--- src/rtl/wb_serial_adder_slave_pkg.sv ---
// Shared definitions for the Wishbone serial-adder slave: register map,
// control/status bit positions, engine state type and a byte-lane helper.
package wb_serial_adder_slave_pkg;

    localparam logic [7:0] OFS_OPA    = 8'h00;
    localparam logic [7:0] OFS_OPB    = 8'h04;
    localparam logic [7:0] OFS_CTRL   = 8'h08;
    localparam logic [7:0] OFS_STATUS = 8'h0C;
    localparam logic [7:0] OFS_RESULT = 8'h10;

    localparam int unsigned CTRL_START  = 0;
    localparam int unsigned CTRL_IRQ_EN = 1;
    localparam int unsigned STAT_BUSY   = 0;
    localparam int unsigned STAT_DONE   = 1;

    typedef enum logic {
        IDLE,
        RUN
    } state_t;

    function automatic logic [31:0] merge_bytes(input logic [31:0] old_v,
                                                input logic [31:0] new_v,
                                                input logic [3:0]  sel);
        logic [31:0] res;
        res = old_v;
        for (int unsigned i = 0; i < 4; i++) begin
            if (sel[i]) res[8*i +: 8] = new_v[8*i +: 8];
        end
        return res;
    endfunction

endpackage

--- src/rtl/wb_serial_adder_slave_engine.sv ---
// Bit-serial ripple adder: latches shadow operands on start, adds one bit
// per clock LSB first, and publishes {cout,sum} only when all bits are done.
module serial_add_engine
    import wb_serial_adder_slave_pkg::*;
#(
    parameter int unsigned WIDTH = 16
) (
    input  logic             clk_i,
    input  logic             rst_i,
    input  logic             start_i,
    input  logic [WIDTH-1:0] a_i,
    input  logic [WIDTH-1:0] b_i,
    output logic             busy_o,
    output logic             done_pulse_o,
    output logic [WIDTH:0]   result_o
);

    localparam int unsigned IDX_W = (WIDTH > 1) ? $clog2(WIDTH) : 1;
    localparam logic [IDX_W-1:0] LAST_IDX = IDX_W'(WIDTH - 1);

    state_t           state_q;
    logic [WIDTH-1:0] a_q, b_q, sum_q;
    logic             carry_q;
    logic [IDX_W-1:0] idx_q;
    logic [WIDTH:0]   result_q;
    logic             busy_q;

    logic             s_d, c_d;
    logic [WIDTH-1:0] sum_d;

    // Shadows shift right each cycle, so the active bit is always bit 0.
    always_comb begin
        s_d = a_q[0] ^ b_q[0] ^ carry_q;
        c_d = (a_q[0] & b_q[0]) | (a_q[0] & carry_q) | (b_q[0] & carry_q);
        sum_d = sum_q >> 1;
        sum_d[WIDTH-1] = s_d;
    end

    always_ff @(posedge clk_i) begin
        if (rst_i) begin
            state_q  <= IDLE;
            a_q      <= '0;
            b_q      <= '0;
            sum_q    <= '0;
            carry_q  <= 1'b0;
            idx_q    <= '0;
            result_q <= '0;
            busy_q   <= 1'b0;
        end else begin
            case (state_q)
                IDLE: begin
                    if (start_i) begin
                        a_q     <= a_i;
                        b_q     <= b_i;
                        sum_q   <= '0;
                        carry_q <= 1'b0;
                        idx_q   <= '0;
                        busy_q  <= 1'b1;
                        state_q <= RUN;
                    end
                end
                RUN: begin
                    a_q     <= a_q >> 1;
                    b_q     <= b_q >> 1;
                    carry_q <= c_d;
                    sum_q   <= sum_d;
                    idx_q   <= idx_q + IDX_W'(1);
                    if (idx_q == LAST_IDX) begin
                        result_q <= {c_d, sum_d};
                        busy_q   <= 1'b0;
                        state_q  <= IDLE;
                    end
                end
                default: state_q <= IDLE;
            endcase
        end
    end

    // Decoded from registers so the top can set DONE on the final edge itself.
    assign done_pulse_o = (state_q == RUN) && (idx_q == LAST_IDX);
    assign busy_o       = busy_q;
    assign result_o     = result_q;

endmodule

--- src/rtl/wb_serial_adder_slave.sv ---
// Wishbone slave wrapping the serial add engine: address decode, one-wait-state
// ack, operand/control/status registers and the level completion interrupt.
module wb_serial_adder_slave
    import wb_serial_adder_slave_pkg::*;
#(
    parameter int unsigned WIDTH     = 16,
    parameter logic [31:0] BASE_ADDR = 32'h3000_0000
) (
    input  logic        wb_clk_i,
    input  logic        wb_rst_i,
    input  logic        wbs_stb_i,
    input  logic        wbs_cyc_i,
    input  logic        wbs_we_i,
    input  logic [3:0]  wbs_sel_i,
    input  logic [31:0] wbs_dat_i,
    input  logic [31:0] wbs_adr_i,
    output logic        wbs_ack_o,
    output logic [31:0] wbs_dat_o,
    output logic [2:0]  irq
);

    logic             ack_q;
    logic [31:0]      dat_q;
    logic [WIDTH-1:0] opa_q, opa_d, opb_q, opb_d;
    logic             irq_en_q, irq_en_d;
    logic             done_q, done_d;
    logic             irq_q;

    logic             hit, access, wr, rd, start;
    logic [7:0]       ofs;
    logic [31:0]      opa_m, opb_m, rdata;
    logic             unused_bits;

    logic             eng_busy, eng_done;
    logic [WIDTH:0]   eng_result;

    serial_add_engine #(.WIDTH(WIDTH)) u_engine (
        .clk_i        (wb_clk_i),
        .rst_i        (wb_rst_i),
        .start_i      (start),
        .a_i          (opa_q),
        .b_i          (opb_q),
        .busy_o       (eng_busy),
        .done_pulse_o (eng_done),
        .result_o     (eng_result)
    );

    always_comb begin
        hit    = (wbs_adr_i[31:8] == BASE_ADDR[31:8]);
        ofs    = wbs_adr_i[7:0];
        access = wbs_cyc_i & wbs_stb_i & hit & ~ack_q;
        wr     = access & wbs_we_i;
        rd     = access & ~wbs_we_i;

        opa_m = merge_bytes(32'(opa_q), wbs_dat_i, wbs_sel_i);
        opb_m = merge_bytes(32'(opb_q), wbs_dat_i, wbs_sel_i);
        unused_bits = ^{opa_m[31:WIDTH], opb_m[31:WIDTH]};

        opa_d = opa_q;
        opb_d = opb_q;
        if (wr && ofs == OFS_OPA) opa_d = opa_m[WIDTH-1:0];
        if (wr && ofs == OFS_OPB) opb_d = opb_m[WIDTH-1:0];

        start    = wr && (ofs == OFS_CTRL) && wbs_sel_i[0] && wbs_dat_i[CTRL_START];
        irq_en_d = irq_en_q;
        if (wr && ofs == OFS_CTRL && wbs_sel_i[0]) irq_en_d = wbs_dat_i[CTRL_IRQ_EN];

        // Completion is applied last so it beats a same-edge W1C.
        done_d = done_q;
        if (wr && ofs == OFS_STATUS && wbs_sel_i[0] && wbs_dat_i[STAT_DONE]) done_d = 1'b0;
        if (start && !eng_busy) done_d = 1'b0;
        if (eng_done) done_d = 1'b1;

        rdata = '0;
        case (ofs)
            OFS_OPA:    rdata = 32'(opa_q);
            OFS_OPB:    rdata = 32'(opb_q);
            OFS_CTRL:   rdata[CTRL_IRQ_EN] = irq_en_q;
            OFS_STATUS: begin
                rdata[STAT_BUSY] = eng_busy;
                rdata[STAT_DONE] = done_q;
            end
            OFS_RESULT: rdata = 32'(eng_result);
            default:    rdata = '0;
        endcase
    end

    always_ff @(posedge wb_clk_i) begin
        if (wb_rst_i) begin
            ack_q    <= 1'b0;
            dat_q    <= '0;
            opa_q    <= '0;
            opb_q    <= '0;
            irq_en_q <= 1'b0;
            done_q   <= 1'b0;
            irq_q    <= 1'b0;
        end else begin
            ack_q    <= access;
            dat_q    <= rd ? rdata : '0;
            opa_q    <= opa_d;
            opb_q    <= opb_d;
            irq_en_q <= irq_en_d;
            done_q   <= done_d;
            irq_q    <= done_d & irq_en_d;
        end
    end

    assign wbs_ack_o = ack_q;
    assign wbs_dat_o = dat_q;
    assign irq       = {2'b00, irq_q};

endmodule

--- config.mk ---
export PLATFORM = sky130hd
export DESIGN_NAME = wb_serial_adder_slave
export DESIGN_NICKNAME = d
export VERILOG_FILES = /design/src/rtl/wb_serial_adder_slave_pkg.sv /design/src/rtl/wb_serial_adder_slave_engine.sv /design/src/rtl/wb_serial_adder_slave.sv
export SDC_FILE = /design/constraint.sdc
export NUM_CORES = 1
export LEC_CHECK = 0
export CORE_ASPECT_RATIO = 2
export CORE_UTILIZATION = 51
export DETAILED_ROUTE_END_ITERATION = 10
export GPL_TIMING_DRIVEN = 1
export PLACE_DENSITY = 0.76
export SETUP_SLACK_MARGIN = 0.4
export SLEW_MARGIN = 0
export SYNTH_ARGS = -nofsm -noshare
export SYNTH_HDL_FRONTEND = slang
export SYNTH_SLANG_ARGS = --single-unit
--- constraint.sdc ---
create_clock -name wb_clk_i -period 3 [get_ports wb_clk_i]
set_input_delay 0.6 -clock wb_clk_i [delete_from_list [all_inputs] [get_ports wb_clk_i]]
set_output_delay 0.6 -clock wb_clk_i [all_outputs]
set_load 0.02 [all_outputs]
==> impl_metrics.toml, run 1 <==
[place]
dp_hpwl_um = 8830
place_congestion = 0.842
pre_cts_slack_ps = 116
portBuffers = 73

[final_layout]
num_antenna_cells = 0
fin_nets = 751
final_common_cell = "dfxtp_1"
area_growth_pct = 26.8
drive_above_1_share_pct = 11.9
most-common-layout-cells = "dfxtp_1 (124), nand2_1 (118), nor2_1 (89)"

[detailed_routing]
drc = 0
ant_nets = 0
drt_iter0_drc = 278
drtPass1Iterations = 6
vias_per_cell = 5.50
routed_wl_um = 12700
vias = 4529
wire_per_inst_um = 15.4

[grt]
grt_pass1_wl_um = 20900
antenna_found_initial = 0
grt_max_degree = 53
gr-total-overflow = 0
grtUsageTotal_pct = 24.9
grt_pass1_vias = 4546

[worst_setup_path]
crit_arrival_ps = 2750
critPathLaunchType = "primary input"
cpLargestDelayFamily = "simple AND/OR/NAND/NOR gates"
endpoint_kind = "register"
cp_num_buf_inv = 3
cpMaxStageDelayCell = "or4_1"
crit_type = "in2reg"
crit_top_cell = "buf_4"
cp_max_fo = 8
path_cells = "clkdlybuf4s50_1 > nor4_4 > nand4_4 > buf_4 > or4_1 > buf_4 > mux2i_1 > nor2_1"
cp.required_ps = 3280
slowest_delay_ps = 520

[clock_tree]
clock_latency_ps = 410
htreeDepth = 4
numCtsBuffers = 17
cts_sinks = 124
path_clk_slew_ps = 50
ctsHoldBuffers = 0
cts.repair.resized = 0
cts_tree = "yes"
postCtsSetupBuffers = 0
root_buffer = "clkbuf_16"
clock_path_buffers = 2

[yosys]
yosysWarnings = 0
synthFlopType = "dfxtp_1"
synthArstFlopShare_pct = 0
synth-edff-count = 0
synthTopCellsByArea = "dfxtp_1 (46%), mux2i_1 (9.1%), nand2_1 (8.2%)"
synthesis.area_um2 = 5390
synthCells = 609
ys_ff_latch = 124
synthDominantAreaCellType = "dfxtp_1"
yosysUniqueCellTypes = 47
synth-seq-area-share_pct = 46.0
synth_top_area_share_pct = 46.0
avgSynthCellArea_um2 = 8.86

[sta]
worst_slack_ps = 529
slew_violations = 0
fin_skew_ps = 11.0
worstMarginPinSlew_ps = 831
hold_violations = 0
rsz0062_at_grt = "false"
setup_viol = 0
period_share_pct = 82.4
slew_headroom_pct = 44.6
final.setup.tns_ps = 0
fin_crit_ps = 2470
max_freq_mhz = 405

[pwr]
peakVddDrop_uv = 428
p_leak_nw = 2.44
power.density_nw_per_um2 = 573

[min_path]
hold_path.class = "reg2reg"

[die]
rows = 52
die_w_um = 74.7
initial_utilization_pct = 52.8
core-area_um2 = 10200
dieHeight_um = 147
ios = 109
die-area_um2 = 11000

[run_status]
outcome = "finished, final reports clean"

[flow_run]
maxCapViolations = 0
state kept, by name, summed over array words and instances, names as in the netlist:
signal	cells
u_engine.carry_q	1
u_engine.sum_q	15
u_engine.result_o	17
wbs_ack_o	1
irq_en_q	1
irq_q	1
u_engine.busy_o	1
u_engine.state_q	1
done_q	1
opb_q	16
u_engine.idx_q	4
opa_q	16
wbs_dat_o	17
u_engine.a_q	16
u_engine.b_q	16
area by class of cell:
cell class / count / area (um2)
Tap cell: 135 / 169
Clock buffer: 26 / 519
Fill cell: 825 / 3380
Clock inverter: 6 / 105
Multi-Input combinational cell: 437 / 2650
Inverter: 2 / 7.51
Timing Repair Buffer: 94 / 908
Sequential cell: 124 / 2480
power by group:
part	switching (mW)	internal, mW	leakage, nW	total (mW)
Sequential	0.000000000207	1.65	0.998	1.65
Combinational	0.0853	0.0794	1.13	0.165
Clock	0.672	1.43	0.310	2.11
layer usage:
metal	global-route usage [%]	routed length (um)	up-vias
li1	-	-	2198
met1	26.0	4780	2187
met2	45.0	7170	118
met3	5.79	405	26
met4	11.5	363	0
met5	0	0	-
per-stage QoR:
stage	utilization [%]	power (mW)	std cells	hold slack, ps	cell area [um2]
floorplan	-	1.76	625	416	5450
global placement	60.8	1.84	792	443	6210
detailed placement	60.8	1.85	792	447	6210
CTS	66.9	3.95	824	454	6840
global route	66.9	4.03	824	480	6840
finish	66.9	3.92	824	453	6840
worst reg2reg max path: stages (launching register included):
cell and delay (ps):
dfxtp_1 320, nor4_2 240, nand4_4 180, buf_4 210
or4_1 500, buf_4 210, mux2i_1 180, nor2_1 60
kinds of logic (layout without fill, tap and decap cells):
| kind of cell | Yosys count | in the layout | synth area share [%] |
|---|---|---|---|
| buf+inv | 64 | 128 | 6.31 |
| simple gates | 277 | 277 | 26.4 |
| compound gates | 90 | 90 | 10.9 |
| other cells | 1 | 17 | 0.0695 |
| fa+ha+maj | 2 | 2 | 0.603 |
| flops | 124 | 124 | 46.0 |
| mux | 51 | 51 | 9.72 |
path summary, 6_finish.rpt:
kind,cells past startpoint,startpoint,slack (ps),to
worst max-delay path,8,wbs_adr_i[23],530,opb_q[13]$_SDFFE_PP0P_
worst min-delay path,2,u_engine.sum_q[1]$_SDFFE_PP0P_,450,u_engine.result_o[0]$_SDFFE_PP0P_
worst min register to register,2,u_engine.sum_q[1]$_SDFFE_PP0P_,450,u_engine.result_o[0]$_SDFFE_PP0P_
worst max register to register,7,wbs_ack_o$_SDFF_PP0_,970,opb_q[13]$_SDFFE_PP0P_
synthesized netlist by cell type, drive strengths merged, types with 2 or more instances:
cell,count
nand2b,2
nor3,6
dfxtp,124
nor2,99
mux2i,49
nand3,23
nor4b,2
inv,2
a21oi,52
nand3b,2
nand2,118
a311oi,32
nand4,4
or4,4
nor4,11
clkbuf,31
buf,31
Note: power is estimated with default switching activity, not from simulation.
==> run 2, diff against run 1 <==
clock period = 2.6 ns   (was 3 ns; I/O delays follow)
==> run 2 against run 1 <==
Compared with the run above:
- worst hold slack better by 4.1 ps
- non-clock buffer count is 19 higher
- via count is 3.8% higher
- sequential power is 15% higher
- final cell count is 2.2% higher
- first-iteration DRC count is 22% higher
- flip-flop and latch count stayed put
- power is 5.3% higher
- critical path type unchanged
- critical endpoint is now u_engine.b_q[15]$_SDFFE_PP0P_
- largest cell class unchanged
- largest power group unchanged
==> impl_metrics.toml, run 2 (synthesis results as in run 1) <==
[clock_tree]
root_buffer = "clkbuf_16"
cts_sinks = 124
clock_path_buffers = 2
numCtsBuffers = 17
htreeDepth = 4
cts_tree = "yes"
path_clk_slew_ps = 50
clock_latency_ps = 410

[place]
place_inst = 800
pre_cts_slack_ps = -122
dp_hpwl_um = 8760
portBuffers = 73
place_congestion = 0.870

[die]
dieHeight_um = 147
die_w_um = 74.7
initial_utilization_pct = 52.8
rows = 52
ios = 109
die-area_um2 = 11000
core-area_um2 = 10200

[sta]
fin_crit_ps = 2170
setup_viol = 0
fin_skew_ps = 10.2
rsz0062_at_grt = "false"
slew_violations = 0
max_freq_mhz = 460
period_share_pct = 83.5
worst_slack_ps = 428
hold_violations = 0
hold_slack_ps = 457
worstMarginPinSlew_ps = 817
final.setup.tns_ps = 0
slew_headroom_pct = 45.6

[final_layout]
fin_nets = 770
final_util_pct = 69.4
drive_above_1_share_pct = 15.4
area_growth_pct = 31.4
most-common-layout-cells = "dfxtp_1 (124), nand2_1 (117), nor2_1 (88)"
instances_no_fill = 842
num_antenna_cells = 0
num-fill-cells = 758
final_common_cell = "dfxtp_1"

[grt]
antenna_found_initial = 0
grt_pass1_vias = 4738
gr-total-overflow = 0
grtUsageTotal_pct = 27.0
grt_pass1_wl_um = 22300
grt_max_degree = 82

[min_path]
min_to = "u_engine.result_o[11]$_SDFFE_PP0P_"
hp-start = "u_engine.result_o[11]$_SDFFE_PP0P_"
holdPathStages = 2
hold_path.class = "reg2reg"

[worst_setup_path]
endpoint_kind = "register"
critPathLaunchType = "primary input"
crit_type = "in2reg"
crit_arrival_ps = 2450
cpMaxStageDelayCell = "or4_4"
worst-path-stages = 8
path_cells = "clkdlybuf4s50_1 > nor2_2 > nand4_1 > buf_4 > or4_4 > buf_12 > mux2i_1 > nor3_1"
worstReg2RegStart = "wbs_ack_o$_SDFF_PP0_"
cp_num_buf_inv = 3
slowest_delay_ps = 540
cp.required_ps = 2870
r2r_cells = 7
cp_max_fo = 7
cpLargestDelayFamily = "simple AND/OR/NAND/NOR gates"
r2r-end = "irq_q$_SDFF_PP0_"
regToRegSetupSlack_ps = 550

[run_status]
outcome = "finished, final reports clean"

[detailed_routing]
routed_wl_um = 14300
drc = 0
wire_per_inst_um = 16.9
ant_nets = 0
vias = 4700
drt_iter0_drc = 340
drtPass1Iterations = 6
vias_per_cell = 5.58

[pwr]
peakVddDrop_uv = 534
p_leak_nw = 2.70
power.density_nw_per_um2 = 582

[flow_run]
maxCapViolations = 0
==> run 2: stage by stage <==
| step | instance area [um2] | total power [mW] |
|---|---|---|
| finish | 7090 | 4.13 |
| floorplan | 5470 | 2.04 |
| global placement | 6320 | 2.14 |
| CTS | 7030 | 4.15 |
| global route | 7090 | 4.25 |
| detailed placement | 6320 | 2.14 |
==> run 2: cell type report <==
| cell class | count | area (um2) | area share (%) |
|---|---|---|---|
| tap | 135 | 169 | 2.38 |
| clock inverter | 9 | 47.5 | 0.671 |
| inverter | 2 | 7.51 | 0.106 |
| timing repair buffer | 113 | 1210 | 17.1 |
| sequential | 124 | 2480 | 35.0 |
| clock buffer | 22 | 464 | 6.55 |
| multi-input combinational | 437 | 2700 | 38.1 |
==> run 2: what timing repair did <==
item / 4_1_cts / 5_1_grt
pin swaps: 13 / 13
gates resized for setup: 33 / 20
setup buffers: 7 / 0
endpoints found under the setup margin: 39 / 92
hold buffers: 0 / 0
cloned: 4 / 0
==> run 2: routing by layer <==
metal	track usage (%)	vias to the layer above	share of wire (%)
met5	0	-	0
li1	-	2241	-
met4	15.8	0	3.9
met3	6.20	41	3.4
met2	48.0	135	56
met1	27.4	2283	37
==> run 2: worst max-delay path by stage <==
stage | start | endpoint | slack [ps]
after floorplan | wbs_adr_i[16] | wbs_dat_o[10]$_SDFF_PP0_ | 360
after global placement | wbs_adr_i[23] | opb_q[15]$_SDFFE_PP0P_ | -90
after detailed placement | wbs_adr_i[23] | opb_q[15]$_SDFFE_PP0P_ | -120
after CTS | wbs_adr_i[24] | opb_q[13]$_SDFFE_PP0P_ | 400
after global routing | wbs_adr_i[0] | opa_q[6]$_SDFFE_PP0P_ | 370
final | wbs_adr_i[7] | u_engine.b_q[15]$_SDFFE_PP0P_ | 430
==> run 2: report_power, final <==
group	total [mW]	leakage (nW)	internal, mW	switching (mW)
Combinational	0.191	1.45	0.0865	0.105
Clock	2.03	0.259	1.24	0.789
Sequential	1.90	0.998	1.90	0.000000000353
Total	4.13	2.70	3.23	0.894
==> run 2: tightest hold or removal path, delay by kind of cell (launching register included) <==
| family | cells | cell delay [ps] |
|---|---|---|
| AO/OA/AOI/OAI | 1 | 50 |
| flip-flops | 1 | 300 |
| AND/OR/NAND/NOR | 1 | 50 |
==> run 3, diff against run 2 <==
clock period = 2 ns   (was 2.6 ns; I/O delays follow)
==> run 3 against run 2 <==
Compared with the run above:
- final cell count up 2.0%
- non-clock buffer count up 15
- flip-flop and latch count unchanged
- via count up 6.9%
- power up 44%
- clock-buffer cell count unchanged
- highest routed layer unchanged
- register-to-register slack worse by 490 ps
- first-iteration DRC count up 6.8%
- sequential power up 30%
==> impl_metrics.toml, run 3 (synthesis results as in run 1) <==
[run_status]
outcome = "finished, final reports clean"

[pwr]
power.density_nw_per_um2 = 777
p_leak_nw = 2.97
clkPwrFrac_pct = 53.9
combinationalPowerShare_pct = 4.4
switching_share_pct = 21.6
p_int_mw = 4.64
switchingPower_mw = 1.28
p_seq_share_pct = 41.7
peakVddDrop_uv = 778

[final_layout]
final_area_um2 = 7630
fin_nets = 785
area_growth_pct = 41.5
final_util_pct = 74.7
final_common_cell = "dfxtp_1"
most-common-layout-cells = "dfxtp_1 (123), nand2_1 (107), nor2_1 (84)"
drive_above_1_share_pct = 26.0

[die]
ios = 109
initial_utilization_pct = 52.8
rows = 52
die-area_um2 = 11000
core-area_um2 = 10200
die_w_um = 74.7
dieHeight_um = 147

[place]
place_congestion = 0.857
dp_hpwl_um = 9170
portBuffers = 73
pre_cts_slack_ps = -681
postPlaceCellArea_um2 = 6520

[min_path]
hold_path.class = "in2reg"
min_to = "wbs_ack_o$_SDFF_PP0_"
holdPathStages = 2
hp-start = "wb_rst_i"

[clock_tree]
ctsHoldBuffers = 0
cts_sinks = 124
clock_latency_ps = 420
root_buffer = "clkbuf_16"
clock_path_buffers = 2
path_clk_slew_ps = 60
numCtsBuffers = 17
cts_tree = "yes"
htreeDepth = 4

[grt]
gr-total-overflow = 0
grt_max_degree = 109
grt_pass1_wl_um = 23700
grt_pass1_vias = 4942
grtUsageTotal_pct = 28.5
antenna_found_initial = 0

[worst_setup_path]
r2r-end = "u_engine.b_q[8]$_SDFFE_PP0P_"
regToRegSetupSlack_ps = 60
cp_max_fo = 8
critPathLaunchType = "primary input"
crit_type = "in2reg"
r2r_cells = 8
crit_arrival_ps = 2290
endpoint_kind = "register"
cp.required_ps = 2310
worstReg2RegStart = "wbs_ack_o$_SDFF_PP0_"

[sta]
worst_slack_ps = 22.3
slew_headroom_pct = 65.9
slew_violations = 0
fin_crit_ps = 1980
fin_skew_ps = 6.00
setup_viol = 0
rsz0062_at_grt = "true"
hold_violations = 0
hold_slack_ps = 212
max_freq_mhz = 506
worstMarginPinSlew_ps = 512
period_share_pct = 98.9

[detailed_routing]
drt_iter0_drc = 363
drtPass1Iterations = 5
wl_met1_um = 5760
topRoutingLayerUsed = "met4"
routed_wl_um = 16700
wire_per_inst_um = 19.4
met3_length_um = 753
vias_per_cell = 5.85
wl_met2_um = 9370
ant_nets = 0
drc = 0
vias = 5026

[flow_run]
maxCapViolations = 0
==> run 3: cell count changes in the layout (fill, tap and decap cells not counted), moves of 7 or more <==
cell             delta
dlygate4sd2_1      +15
a311oi_2            +9
nand2_1            -10
nand3_2            +18
nand3_1            -18
a311oi_1            -9
clkbuf_2           +10
clkdlybuf4s50_1    -26
nand2_4             +7
==> run 3: how the worst max path moves through the flow <==
| stage | from | to | slack (ps) | cells past startpoint |
|---|---|---|---|---|
| global placement | wbs_adr_i[31] | irq_q$_SDFF_PP0_ | -640 | 7 |
| CTS | wbs_ack_o$_SDFF_PP0_ | wbs_dat_o[14]$_SDFF_PP0_ | 20 | 7 |
| floorplan | wbs_adr_i[16] | wbs_dat_o[10]$_SDFF_PP0_ | -120 | 7 |
| detailed placement | wbs_adr_i[31] | irq_q$_SDFF_PP0_ | -680 | 7 |
| global route | wbs_adr_i[19] | u_engine.b_q[8]$_SDFFE_PP0P_ | -60 | 9 |
| finish | wbs_adr_i[19] | u_engine.b_q[8]$_SDFFE_PP0P_ | 20 | 9 |
==> run 3: timing repair <==
| action | CTS | global route |
|---|---|---|
| setup endpoints to repair | 126 | 124 |
| gates resized for setup | 87 | 74 |
| setup buffers | 7 | 5 |
| pin swaps | 28 | 25 |
| gates cloned | 3 | 5 |
==> run 3: area by class of cell <==
class	instances	area, um2
repair buffers	128	1340
clock buffers	22	474
flip-flops and latches	124	2480
multi-input cells	437	3020
clock inverters	10	138
diodes	1	2.50
well taps	135	169
fillers	726	2580
inverters	2	7.51
==> run 3: per-layer routing <==
layer | vias up | global-route usage [%]
met5 | - | 0
met2 | 229 | 51.7
met3 | 62 | 5.86
met1 | 2451 | 29.5
li1 | 2284 | -
met4 | 0 | 14.2
==> run 3: power groups by stage <==
stage                     registers (mW)  logic, mW  clock network (mW)
after floorplan                     2.52      0.126                   0
after global placement              2.52      0.262                   0
after detailed placement            2.52      0.265                   0
after CTS                           2.47      0.255                3.17
after global routing                2.47      0.275                3.32
final                               2.47      0.261                3.19
==> run 3: metrics by stage <==
stage	TNS (ps)	power (mW)	std cells
after floorplan	-2240	2.65	625
after global placement	-55260	2.79	806
after detailed placement	-59730	2.79	806
after CTS	0	5.90	848
after global routing	-133	6.06	858
final	0	5.93	859
==> run 3: worst max-delay path: stages <==
cell	delay [ps]
clkdlybuf4s15_1	220
nor4_4	350
nand4_4	150
buf_6	160
nor4_4	230
buf_4	210
clkbuf_16	170
nand2_1	70
a311oi_1	320
